===== config.mk =====
export PLATFORM = sky130hd
export DESIGN_NAME = team_06_vox_ctrl_flat
export DESIGN_NICKNAME = d
export VERILOG_FILES = /design/src/rtl/team_06_vox_ctrl_pkg.sv /design/src/rtl/team_06_vox_ctrl_if.sv /design/src/rtl/team_06_vox_ctrl_btn_edge.sv /design/src/rtl/team_06_vox_ctrl.sv /design/src/flat_wrapper.sv
export SDC_FILE = /design/constraint.sdc
export NUM_CORES = 1
export LEC_CHECK = 0
export CORE_ASPECT_RATIO = 0.5
export CORE_MARGIN = 2
export CORE_UTILIZATION = 56
export CTS_CLUSTER_DIAMETER = 40
export DETAILED_ROUTE_END_ITERATION = 10
export GPL_TIMING_DRIVEN = 0
export PLACE_DENSITY_LB_ADDON = 0.2
export SETUP_SLACK_MARGIN = 0.2
export SLEW_MARGIN = 25
export SYNTH_ARGS = -nofsm -noshare
export SYNTH_HDL_FRONTEND = slang
export SYNTH_SLANG_ARGS = --single-unit

===== constraint.sdc =====
create_clock -name clk -period 8.9 [get_ports clk]
set_clock_uncertainty 0.2 [all_clocks]
set_input_delay 2.67 -clock clk [delete_from_list [all_inputs] [get_ports clk]]
set_output_delay 2.67 -clock clk [all_outputs]
set_load 0.03 [all_outputs]

===== src/rtl/team_06_vox_ctrl_pkg.sv =====
// Shared types and helpers for the voice talk/listen controller.
// Effect indices are the values carried on current_effect.
package team_06_pkg;

  typedef enum logic [1:0] {LIST, TALK, HANG} vox_state_t;

  localparam int EFF_NORMAL  = 0;
  localparam int EFF_ECHO    = 1;
  localparam int EFF_TREMOLO = 2;
  localparam int EFF_REVERB  = 3;
  localparam int EFF_SOFT    = 4;

  // Distance of an offset-binary sample from mid-scale.
  function automatic logic [31:0] aud_mag(input logic [31:0] sample, input int width);
    logic [31:0] mid;
    mid = 32'd1 << (width - 1);
    return (sample >= mid) ? (sample - mid) : (mid - sample);
  endfunction

endpackage


===== src/rtl/team_06_vox_ctrl_if.sv =====
// Audio, threshold, button and status signals of the voice controller.
// The master side drives inputs; the controller is the slave.
interface team_06_vox_ctrl_if #(
    parameter int AUD_W = 8,
    parameter int EFF_W = 3
);
    logic [AUD_W-1:0] mic_aud;
    logic [AUD_W-1:0] spk_aud;
    logic [AUD_W-2:0] threshold;
    logic             ptt_en;
    logic             ng_btn;
    logic             mute_btn;
    logic             eff_next_btn;
    logic             eff_prev_btn;
    logic             talk;
    logic             hang_active;
    logic             vol_en;
    logic             effect_en;
    logic             mute_tog;
    logic             ng_on;
    logic [EFF_W-1:0] current_effect;

    modport master (
        output mic_aud, spk_aud, threshold, ptt_en,
               ng_btn, mute_btn, eff_next_btn, eff_prev_btn,
        input  talk, hang_active, vol_en, effect_en, mute_tog, ng_on, current_effect
    );

    modport slave (
        input  mic_aud, spk_aud, threshold, ptt_en,
               ng_btn, mute_btn, eff_next_btn, eff_prev_btn,
        output talk, hang_active, vol_en, effect_en, mute_tog, ng_on, current_effect
    );
endinterface


===== src/rtl/team_06_vox_ctrl_btn_edge.sv =====
// Raw button synchroniser with a registered one-cycle rising-edge pulse.
// A level first sampled at edge k pulses rise after edge k+2.
module team_06_btn_edge (
    input  logic clk,
    input  logic rst,
    input  logic btn,
    output logic rise
);
    logic s1, s2, prev;

    always_ff @(posedge clk) begin
        if (rst) begin
            s1   <= 1'b0;
            s2   <= 1'b0;
            prev <= 1'b0;
            rise <= 1'b0;
        end else begin
            s1   <= btn;
            s2   <= s1;
            prev <= s2;
            rise <= s2 & ~prev;
        end
    end
endmodule


===== src/rtl/team_06_vox_ctrl.sv =====
// Talk/listen arbiter: push-to-talk, noise gate with hang time, speaker
// priority, plus mute / noise-gate / effect-select toggles.
module team_06_vox_ctrl
    import team_06_pkg::*;
#(
    parameter int AUD_W       = 8,
    parameter int NUM_EFFECTS = 5,
    parameter int HANG_CYCLES = 1048576,
    parameter int EFF_W       = $clog2(NUM_EFFECTS)
) (
    input  logic             clk,
    input  logic             rst,
    team_06_vox_ctrl_if.slave bus
);
    localparam logic [AUD_W-1:0] MID      = {1'b1, {(AUD_W-1){1'b0}}};
    localparam int               CNT_W    = $clog2(HANG_CYCLES + 1);
    localparam logic [CNT_W-1:0] CNT_LAST = CNT_W'(HANG_CYCLES - 1);
    localparam logic [EFF_W-1:0] EFF_MAX  = EFF_W'(NUM_EFFECTS - 1);

    logic [AUD_W-1:0] mag;
    logic             loud, spk_active;
    logic [3:0]       rise;
    vox_state_t       state;
    logic [CNT_W-1:0] cnt;
    logic             ng_on, mute_tog;
    logic [EFF_W-1:0] eff;

    assign mag        = AUD_W'(aud_mag(32'(bus.mic_aud), AUD_W));
    assign loud       = (mag >= {1'b0, bus.threshold});
    assign spk_active = (bus.spk_aud != MID);

    // rise[0]=noise gate, [1]=mute, [2]=effect next, [3]=effect prev
    team_06_btn_edge u_btn [3:0] (
        .clk  (clk),
        .rst  (rst),
        .btn  ({bus.eff_prev_btn, bus.eff_next_btn, bus.mute_btn, bus.ng_btn}),
        .rise (rise)
    );

    always_ff @(posedge clk) begin
        if (rst) begin
            ng_on    <= 1'b0;
            mute_tog <= 1'b0;
            eff      <= EFF_W'(EFF_NORMAL);
        end else begin
            // Far-end speech forces the gate off, even over a button press.
            if (spk_active)   ng_on <= 1'b0;
            else if (rise[0]) ng_on <= ~ng_on;
            if (rise[1]) mute_tog <= ~mute_tog;
            if (rise[2] && !rise[3])
                eff <= (eff == EFF_MAX) ? '0 : eff + 1'b1;
            else if (rise[3] && !rise[2])
                eff <= (eff == '0) ? EFF_MAX : eff - 1'b1;
        end
    end

    always_ff @(posedge clk) begin
        if (rst) begin
            state <= LIST;
            cnt   <= '0;
        end else begin
            cnt <= '0;
            case (state)
                LIST: begin
                    if (!spk_active && (bus.ptt_en || (ng_on && loud))) state <= TALK;
                end
                TALK: begin
                    if (spk_active)                        state <= LIST;
                    else if (bus.ptt_en || (ng_on && loud)) state <= TALK;
                    else if (ng_on)                        state <= HANG;
                    else                                   state <= LIST;
                end
                HANG: begin
                    if (spk_active || !ng_on)       state <= LIST;
                    else if (bus.ptt_en || loud)    state <= TALK;
                    else if (cnt == CNT_LAST)       state <= LIST;
                    else                            cnt   <= cnt + 1'b1;
                end
                default: state <= LIST;
            endcase
        end
    end

    assign bus.talk           = (state != LIST);
    assign bus.hang_active    = (state == HANG);
    assign bus.effect_en      = (state != LIST) & ~rst;
    assign bus.vol_en         = (state == LIST) & ~mute_tog & ~rst;
    assign bus.mute_tog       = mute_tog;
    assign bus.ng_on          = ng_on;
    assign bus.current_effect = eff;
endmodule


===== src/flat_wrapper.sv =====
// flat-port wrapper written by rule: the top's interface ports become plain ports
module team_06_vox_ctrl_flat import team_06_pkg::*;
#(
    parameter int AUD_W       = 8,
    parameter int NUM_EFFECTS = 5,
    parameter int HANG_CYCLES = 1048576,
    parameter int EFF_W       = $clog2(NUM_EFFECTS)
)
  (clk, rst, bus_mic_aud, bus_spk_aud, bus_threshold, bus_ptt_en, bus_ng_btn, bus_mute_btn, bus_eff_next_btn, bus_eff_prev_btn, bus_talk, bus_hang_active, bus_vol_en, bus_effect_en, bus_mute_tog, bus_ng_on, bus_current_effect);
  team_06_vox_ctrl_if #(.AUD_W(AUD_W), .EFF_W(EFF_W)) bus_i ();
  input  logic clk;
  input  logic rst;
  input wire logic [$bits(bus_i.mic_aud)-1:0] bus_mic_aud;
  input wire logic [$bits(bus_i.spk_aud)-1:0] bus_spk_aud;
  input wire logic [$bits(bus_i.threshold)-1:0] bus_threshold;
  input wire logic [$bits(bus_i.ptt_en)-1:0] bus_ptt_en;
  input wire logic [$bits(bus_i.ng_btn)-1:0] bus_ng_btn;
  input wire logic [$bits(bus_i.mute_btn)-1:0] bus_mute_btn;
  input wire logic [$bits(bus_i.eff_next_btn)-1:0] bus_eff_next_btn;
  input wire logic [$bits(bus_i.eff_prev_btn)-1:0] bus_eff_prev_btn;
  output wire logic [$bits(bus_i.talk)-1:0] bus_talk;
  output wire logic [$bits(bus_i.hang_active)-1:0] bus_hang_active;
  output wire logic [$bits(bus_i.vol_en)-1:0] bus_vol_en;
  output wire logic [$bits(bus_i.effect_en)-1:0] bus_effect_en;
  output wire logic [$bits(bus_i.mute_tog)-1:0] bus_mute_tog;
  output wire logic [$bits(bus_i.ng_on)-1:0] bus_ng_on;
  output wire logic [$bits(bus_i.current_effect)-1:0] bus_current_effect;
  assign bus_i.mic_aud = bus_mic_aud;
  assign bus_i.spk_aud = bus_spk_aud;
  assign bus_i.threshold = bus_threshold;
  assign bus_i.ptt_en = bus_ptt_en;
  assign bus_i.ng_btn = bus_ng_btn;
  assign bus_i.mute_btn = bus_mute_btn;
  assign bus_i.eff_next_btn = bus_eff_next_btn;
  assign bus_i.eff_prev_btn = bus_eff_prev_btn;
  assign bus_talk = bus_i.talk;
  assign bus_hang_active = bus_i.hang_active;
  assign bus_vol_en = bus_i.vol_en;
  assign bus_effect_en = bus_i.effect_en;
  assign bus_mute_tog = bus_i.mute_tog;
  assign bus_ng_on = bus_i.ng_on;
  assign bus_current_effect = bus_i.current_effect;
  team_06_vox_ctrl #(.AUD_W(AUD_W), .NUM_EFFECTS(NUM_EFFECTS), .HANG_CYCLES(HANG_CYCLES), .EFF_W(EFF_W)) u_core (.clk(clk), .rst(rst), .bus(bus_i));
endmodule

==> load_flow_metrics.sql, run 1 <==
INSERT INTO impl_metrics (metric_group, metric, value, unit) VALUES
('yosys', 'syn-mean-instance-area', '9.13', 'µm²'),
('clock_tree', 'post_cts_resize_count', '0', ''),
('layout', 'antenna_cells_inserted', '0', ''),
('power', 'netSwitchingFraction', '24.2', '%'),
('worst_hold_path', 'hold_path_depth', '1', ''),
('routing', 'avgRoutedWirePerCell', '13.3', 'µm'),
('worst_setup_path', 'crit_path_start_kind', 'input pin', ''),
('worst_hold_path', 'worstHoldStart', 'u_core.u_btn[1].prev$_SDFF_PP0_', ''),
('routing', 'drtAntennaViolNets', '0', ''),
('yosys', 'post_synth_num_cell_types', '43', ''),
('clock_tree', 'htree_levels', '2', ''),
('worst_setup_path', 'ff2ff_path_depth', '6', ''),
('clock_tree', 'cts_bufs_inserted', '5', ''),
('layout', 'mostFrequentLayoutCell', 'sky130_fd_sc_hd__dfxtp_1', ''),
('power', 'peakVddDrop', '81.2', 'µV'),
('routing', 'drcViolationCount', '0', ''),
('flow_run', 'maxCapViolations', '0', ''),
('placement', 'post_dp_cell_area', '2600', 'µm²'),
('yosys', 'yosysTopAreaCell', 'sky130_fd_sc_hd__dfxtp_1', ''),
('floorplanning', 'dieArea', '4390', 'µm²'),
('worst_setup_path', 'worstPathMaxFanout', '10', ''),
('worst_setup_path', 'worst_ep_required', '6030', 'ps'),
('placement', 'finalWeightedCongestion', '0.766', ''),
('sta', 'report.final.hold_viol_count', '0', ''),
('routing', 'avgViaCountPerCell', '5.47', ''),
('yosys', 'ys.flop_type', 'sky130_fd_sc_hd__dfxtp_1', ''),
('yosys', 'synth_nets', '280', ''),
('worst_hold_path', 'endpoint_with_the_worst_hold_slack', 'u_core.u_btn[1].rise$_SDFF_PP0_', ''),
('worst_setup_path', 'series_of_cell_instances_along_the_critical_path', 'clkdlybuf4s50_1, clkbuf_1, nor3_1, clkdlybuf4s50_1', ''),
('global_routing', 'antenna_violations_before_repair', '0', ''),
('yosys', 'seq_area_frac_synth', '40.9', '%'),
('global_routing', 'first_global_vias', '1679', ''),
('routing', 'detailedRoute.firstIterationViolations', '47', ''),
('clock_tree', 'clk-insertion-delay-late', '300', 'ps'),
('global_routing', 'grt_overflow', '0', ''),
('worst_setup_path', 'worstReg2RegEnd', 'u_core.cnt[6]$_SDFF_PP0_', ''),
('status', 'outcome', 'finished, final reports clean', ''),
('floorplanning', 'ios', '39', ''),
('sta', 'final-setup-viol-count', '0', ''),
('worst_setup_path', 'crit_slowest_cell', 'sky130_fd_sc_hd__clkdlybuf4s50_1', ''),
('layout', 'drive_gt1_share', '7.80', '%'),
('routing', 'routed_wirelength', '4420', 'µm'),
('layout', 'layout_common_cells', 'sky130_fd_sc_hd__dfxtp_1 (44), sky130_fd_sc_hd__clkdlybuf4s50_1 (38), sky130_fd_sc_hd__nor3_1 (22)', ''),
('sta', 'final_period_minus_worst_setup_slack', '7290', 'ps'),
('layout', 'layout.nets', '325', ''),
('sta', 'slew_violations', '0', ''),
('global_routing', 'grt_max_degree', '16', ''),
('clock_tree', 'clock_sinks', '44', ''),
('yosys', 'netlist_instances', '236', ''),
('sta', 'max-slew-margin-rel', '56.0', '%'),
('sta', 'final_critical_path_setup_slack', '1610', 'ps'),
('worst_setup_path', 'r2r-start', 'u_core.cnt[0]$_SDFF_PP0_', ''),
('worst_setup_path', 'r2r_setup_slack', '6730', 'ps'),
('yosys', 'synthArstFlopShare', '0', '%'),
('placement', 'numPortBuffers', '38', ''),
('worst_setup_path', 'critPathBufInv', '3', ''),
('clock_tree', 'post-cts-setup-buffers', '0', ''),
('worst_setup_path', 'data_arrival_critical_path', '4420', 'ps'),
('floorplanning', 'core_region', '3570', 'µm²'),
('sta', 'timing_worst_slew_pin_value', '653', 'ps'),
('routing', 'drt_first_pass_iters', '4', ''),
('global_routing', 'grt_usage', '22.4', '%'),
('floorplanning', 'dieWidth', '91.7', 'µm'),
('sta', 'timing.final.crit_share', '82.0', '%'),
('sta', 'fmax', '0.137', 'GHz'),
('placement', 'dpl.hpwl', '3300', 'µm'),
('clock_tree', 'max-clock-path-buffers', '2', ''),
('clock_tree', 'clockRootBuffer', 'sky130_fd_sc_hd__clkbuf_8', ''),
('clock_tree', 'clk_pin_slew_worst_paths', '90', 'ps'),
('global_routing', 'grt_pass1_wl', '7510', 'µm'),
('power', 'share_seq_of_total_power', '49.4', '%');
## routing by layer
| metal | track usage [%] | share of wire, % |
|---|---|---|
| met2 | 41.6 | 49 |
| met1 | 26.3 | 46 |
| met4 | 7.16 | 1.0 |
| met3 | 6.61 | 4.1 |
| met5 | 0 | 0 |
## power by group through the flow
| stage | registers (mW) | logic, mW | clock network, mW |
|---|---|---|---|
| 6_report | 0.201 | 0.0475 | 0.159 |
| 5_1_grt | 0.202 | 0.0535 | 0.169 |
| 4_1_cts | 0.201 | 0.0479 | 0.159 |
| 3_5_place_dp | 0.206 | 0.0475 | 0 |
| 3_3_place_gp | 0.206 | 0.0452 | 0 |
| 2_1_floorplan | 0.207 | 0.0233 | 0 |
## Yosys cell counts, types with 6 or more instances
| library cell | n |
|---|---|
| sky130_fd_sc_hd__nor3_1 | 22 |
| sky130_fd_sc_hd__nor2b_1 | 20 |
| sky130_fd_sc_hd__ha_1 | 14 |
| sky130_fd_sc_hd__nor4_1 | 9 |
| sky130_fd_sc_hd__nor2_1 | 14 |
| sky130_fd_sc_hd__nand2_1 | 10 |
| sky130_fd_sc_hd__inv_1 | 15 |
| sky130_fd_sc_hd__dfxtp_1 | 44 |
| sky130_fd_sc_hd__nand3_1 | 6 |
| sky130_fd_sc_hd__xor2_1 | 8 |
| sky130_fd_sc_hd__nand4_1 | 6 |
| sky130_fd_sc_hd__xnor2_1 | 14 |
## worst max path at each step
stage               from    endpoint  slack (ps)  cells after the start
finish               rst  bus_vol_en        1610                      4
CTS                  rst  bus_vol_en        1580                      4
detailed placement   rst  bus_vol_en        1580                      4
global placement     rst  bus_vol_en        1580                      4
global route         rst  bus_vol_en        1450                      4
floorplan            rst  bus_vol_en        2470                      2
## worst register-to-register path, stage by stage (launching register included)
cell and delay (ps):
sky130_fd_sc_hd__dfxtp_1 380, sky130_fd_sc_hd__ha_1 290, sky130_fd_sc_hd__nand2_1 190, sky130_fd_sc_hd__or4_1 430, sky130_fd_sc_hd__o211ai_1 190, sky130_fd_sc_hd__buf_2 270, sky130_fd_sc_hd__nor3_1 80
## registers in the layout, summed over array words and instances, names as in the netlist
name,cells
u_core.state,2
u_core.u_btn.s1,4
u_core.u_btn.s2,4
u_core.bus.ng_on,1
u_core.bus.current_effect,3
u_core.u_btn.prev,4
u_core.u_btn.rise,4
u_core.bus.mute_tog,1
u_core.cnt,21
## stage by stage
| stage | cells | hold WS (ps) |
|---|---|---|
| 3_3_place_gp | 325 | 171 |
| 6_report | 333 | 185 |
| 4_1_cts | 333 | 188 |
| 3_5_place_dp | 325 | 175 |
| 5_1_grt | 333 | 191 |
| 2_1_floorplan | 236 | 167 |
## layout make-up
class | instances | area, µm²
buffer | 7 | 30.0
clock buffer | 5 | 68.8
clock inverter | 3 | 46.3
fill | 270 | 852
inverter | 15 | 56.3
multi-input combinational | 170 | 1190
sequential | 44 | 881
tap | 51 | 63.8
timing repair buffer | 38 | 380
## kinds of logic (layout without fill, tap and decap cells)
| logic type | Yosys count | count (layout) | share of synthesized area [%] |
|---|---|---|---|
| DFF | 44 | 44 | 40.9 |
| xor gates and xnor gates | 22 | 22 | 8.94 |
| adders and majority gates | 14 | 14 | 8.13 |
| AOI/OAI and AO/OA | 24 | 24 | 8.01 |
| and+or+nand+nor | 107 | 107 | 28.6 |
| muxes | 3 | 3 | 1.45 |
| buffers and inverters | 22 | 68 | 4.01 |
No activity file was read; power rests on OpenSTA's default activity.
==> run 2, diff against run 1 <==
CORE_UTILIZATION = 52   (was 56)
clock period = 7.6 ns   (was 8.9 ns; I/O delays follow)
==> load_flow_metrics.sql, run 2 (synthesized netlist as in run 1, its figures left out) <==
INSERT INTO impl_metrics (metric_group, metric, value, unit) VALUES
('status', 'outcome', 'finished, final reports clean', ''),
('sta', 'report.final.hold_viol_count', '0', ''),
('clock_tree', 'cts_hold_buffers', '0', ''),
('layout', 'final_cells', '335', ''),
('sta', 'fmax', '0.153', 'GHz'),
('power', 'power_leakage', '0.956', 'nW'),
('clock_tree', 'clockRootBuffer', 'sky130_fd_sc_hd__clkbuf_8', ''),
('sta', 'setup_tns', '0', 'ps'),
('global_routing', 'grt_max_degree', '14', ''),
('worst_setup_path', 'r2r_setup_slack', '5330', 'ps'),
('routing', 'routed-via-count', '1808', ''),
('clock_tree', 'clk-insertion-delay-late', '290', 'ps'),
('routing', 'drcViolationCount', '0', ''),
('worst_setup_path', 'data_arrival_critical_path', '4050', 'ps'),
('clock_tree', 'htree_levels', '2', ''),
('floorplanning', 'ios', '39', ''),
('layout', 'drive_gt1_share', '7.47', '%'),
('worst_setup_path', 'crit_path_end', 'bus_vol_en', ''),
('floorplanning', 'core_region', '3940', 'µm²'),
('placement', 'place_ws', '1070', 'ps'),
('floorplanning', 'die_height', '49.5', 'µm'),
('sta', 'timing.final.crit_share', '85.9', '%'),
('flow_run', 'maxCapViolations', '0', ''),
('floorplanning', 'dieArea', '4710', 'µm²'),
('clock_tree', 'max-clock-path-buffers', '2', ''),
('worst_hold_path', 'path_category_of_the_worst_min_delay_check', 'reg2reg', ''),
('clock_tree', 'post-cts-setup-buffers', '0', ''),
('clock_tree', 'cts_bufs_inserted', '5', ''),
('worst_setup_path', 'crit_path_start_kind', 'input pin', ''),
('worst_setup_path', 'crit_path_start', 'rst', ''),
('power', 'peakVddDrop', '126', 'µV'),
('clock_tree', 'clk_pin_slew_worst_paths', '70', 'ps'),
('sta', 'final_critical_path_setup_slack', '1070', 'ps'),
('routing', 'drt_first_pass_iters', '4', ''),
('layout', 'area_of_the_multi_input_gates', '1190', 'µm²'),
('routing', 'avgRoutedWirePerCell', '13.1', 'µm'),
('routing', 'avgViaCountPerCell', '5.40', ''),
('layout', 'largest-register', 'u_core.cnt', ''),
('clock_tree', 'clock_sinks', '44', ''),
('layout', 'antenna_cells_inserted', '0', ''),
('worst_hold_path', 'hold_path_depth', '1', ''),
('global_routing', 'antenna_violations_before_repair', '0', ''),
('sta', 'max-slew-margin-rel', '54.8', '%'),
('clock_tree', 'post_cts_resize_count', '0', ''),
('floorplanning', 'initial_core_util', '54.6', '%'),
('worst_setup_path', 'critPathKind', 'in2out', ''),
('sta', 'unrepaired_setup_endpoints_after_global_routing', 'no', ''),
('worst_setup_path', 'critical_path.endpoint_type', 'output pin', ''),
('routing', 'routed_wirelength', '4390', 'µm'),
('layout', 'final-seq-area', '881', 'µm²'),
('layout', 'layout.nets', '325', ''),
('sta', 'timing_worst_slew_pin_value', '672', 'ps'),
('worst_setup_path', 'r2r-start', 'u_core.cnt[0]$_SDFF_PP0_', ''),
('power', 'power.density', '182', 'nW/µm²'),
('placement', 'place_inst', '328', ''),
('placement', 'finalWeightedCongestion', '0.756', ''),
('floorplanning', 'rows', '16', ''),
('sta', 'slew_violations', '0', ''),
('global_routing', 'grt_overflow', '0', ''),
('floorplanning', 'dieWidth', '95.0', 'µm'),
('worst_setup_path', 'worst_ep_required', '5120', 'ps'),
('clock_tree', 'cts_tree', 'yes', ''),
('worst_setup_path', 'ff2ff_path_depth', '6', ''),
('routing', 'detailedRoute.firstIterationViolations', '67', ''),
('sta', 'fin_hold_ws', '190', 'ps'),
('layout', 'layout_common_cells', 'sky130_fd_sc_hd__dfxtp_1 (44), sky130_fd_sc_hd__clkdlybuf4s50_1 (38), sky130_fd_sc_hd__nor3_1 (22)', ''),
('sta', 'final-setup-viol-count', '0', ''),
('global_routing', 'grt_pass1_wl', '7710', 'µm'),
('global_routing', 'first_global_vias', '1803', ''),
('layout', 'finish.utilization', '69.3', '%'),
('routing', 'drtAntennaViolNets', '0', ''),
('placement', 'dpl.hpwl', '3210', 'µm'),
('layout', 'largest_register_ffs', '21', ''),
('layout', 'area_growth', '26.8', '%'),
('worst_setup_path', 'worstReg2RegEnd', 'u_core.cnt[5]$_SDFF_PP0_', ''),
('sta', 'final_period_minus_worst_setup_slack', '6530', 'ps'),
('global_routing', 'grt_usage', '21.3', '%'),
('layout', 'layout.filler_cells', '311', ''),
('worst_setup_path', 'worstPathMaxFanout', '10', ''),
('layout', 'mostFrequentLayoutCell', 'sky130_fd_sc_hd__dfxtp_1', ''),
('placement', 'numPortBuffers', '38', '');
[run 2: worst max-delay path, cell delays in order]
cell                              delay [ps]
sky130_fd_sc_hd__clkdlybuf4s50_1         570
sky130_fd_sc_hd__clkbuf_1                290
sky130_fd_sc_hd__nor3_1                  210
sky130_fd_sc_hd__clkdlybuf4s50_1         690
[run 2: how the worst min path moves through the flow]
stage / from / end / slack [ps]
floorplan: u_core.u_btn[0].prev$_SDFF_PP0_ / u_core.u_btn[0].rise$_SDFF_PP0_ / 170
global placement: u_core.u_btn[1].prev$_SDFF_PP0_ / u_core.u_btn[1].rise$_SDFF_PP0_ / 170
detailed placement: u_core.u_btn[2].prev$_SDFF_PP0_ / u_core.u_btn[2].rise$_SDFF_PP0_ / 180
CTS: u_core.u_btn[2].prev$_SDFF_PP0_ / u_core.u_btn[2].rise$_SDFF_PP0_ / 190
global route: u_core.u_btn[3].prev$_SDFF_PP0_ / u_core.u_btn[3].rise$_SDFF_PP0_ / 200
finish: u_core.u_btn[3].prev$_SDFF_PP0_ / u_core.u_btn[3].rise$_SDFF_PP0_ / 190
[run 2: per-layer routing]
layer | track usage (%) | wire [µm]
met3 | 4.74 | 237
met5 | 0 | 0
met4 | 9.90 | 91
met1 | 25.3 | 2000
met2 | 36.8 | 2060
[run 2: power breakdown]
group | switching, mW | internal (mW)
clock | 0.0757 | 0.129
combinational | 0.0275 | 0.0285
sequential | 0.00159 | 0.234
[run 2: cell type report]
cell class	instances	share of cell area, %
clock inverter	2	2.20
multi-input combinational	170	43.5
tap	54	2.47
buffer	7	1.10
sequential	44	32.2
clock buffer	5	2.52
inverter	15	2.06
timing repair buffer	38	13.9
[run 2: stage by stage]
step	power, mW	area (µm²)
floorplan	0.270	2150
global placement	0.294	2600
detailed placement	0.297	2600
CTS	0.500	2730
global route	0.518	2730
finish	0.497	2730
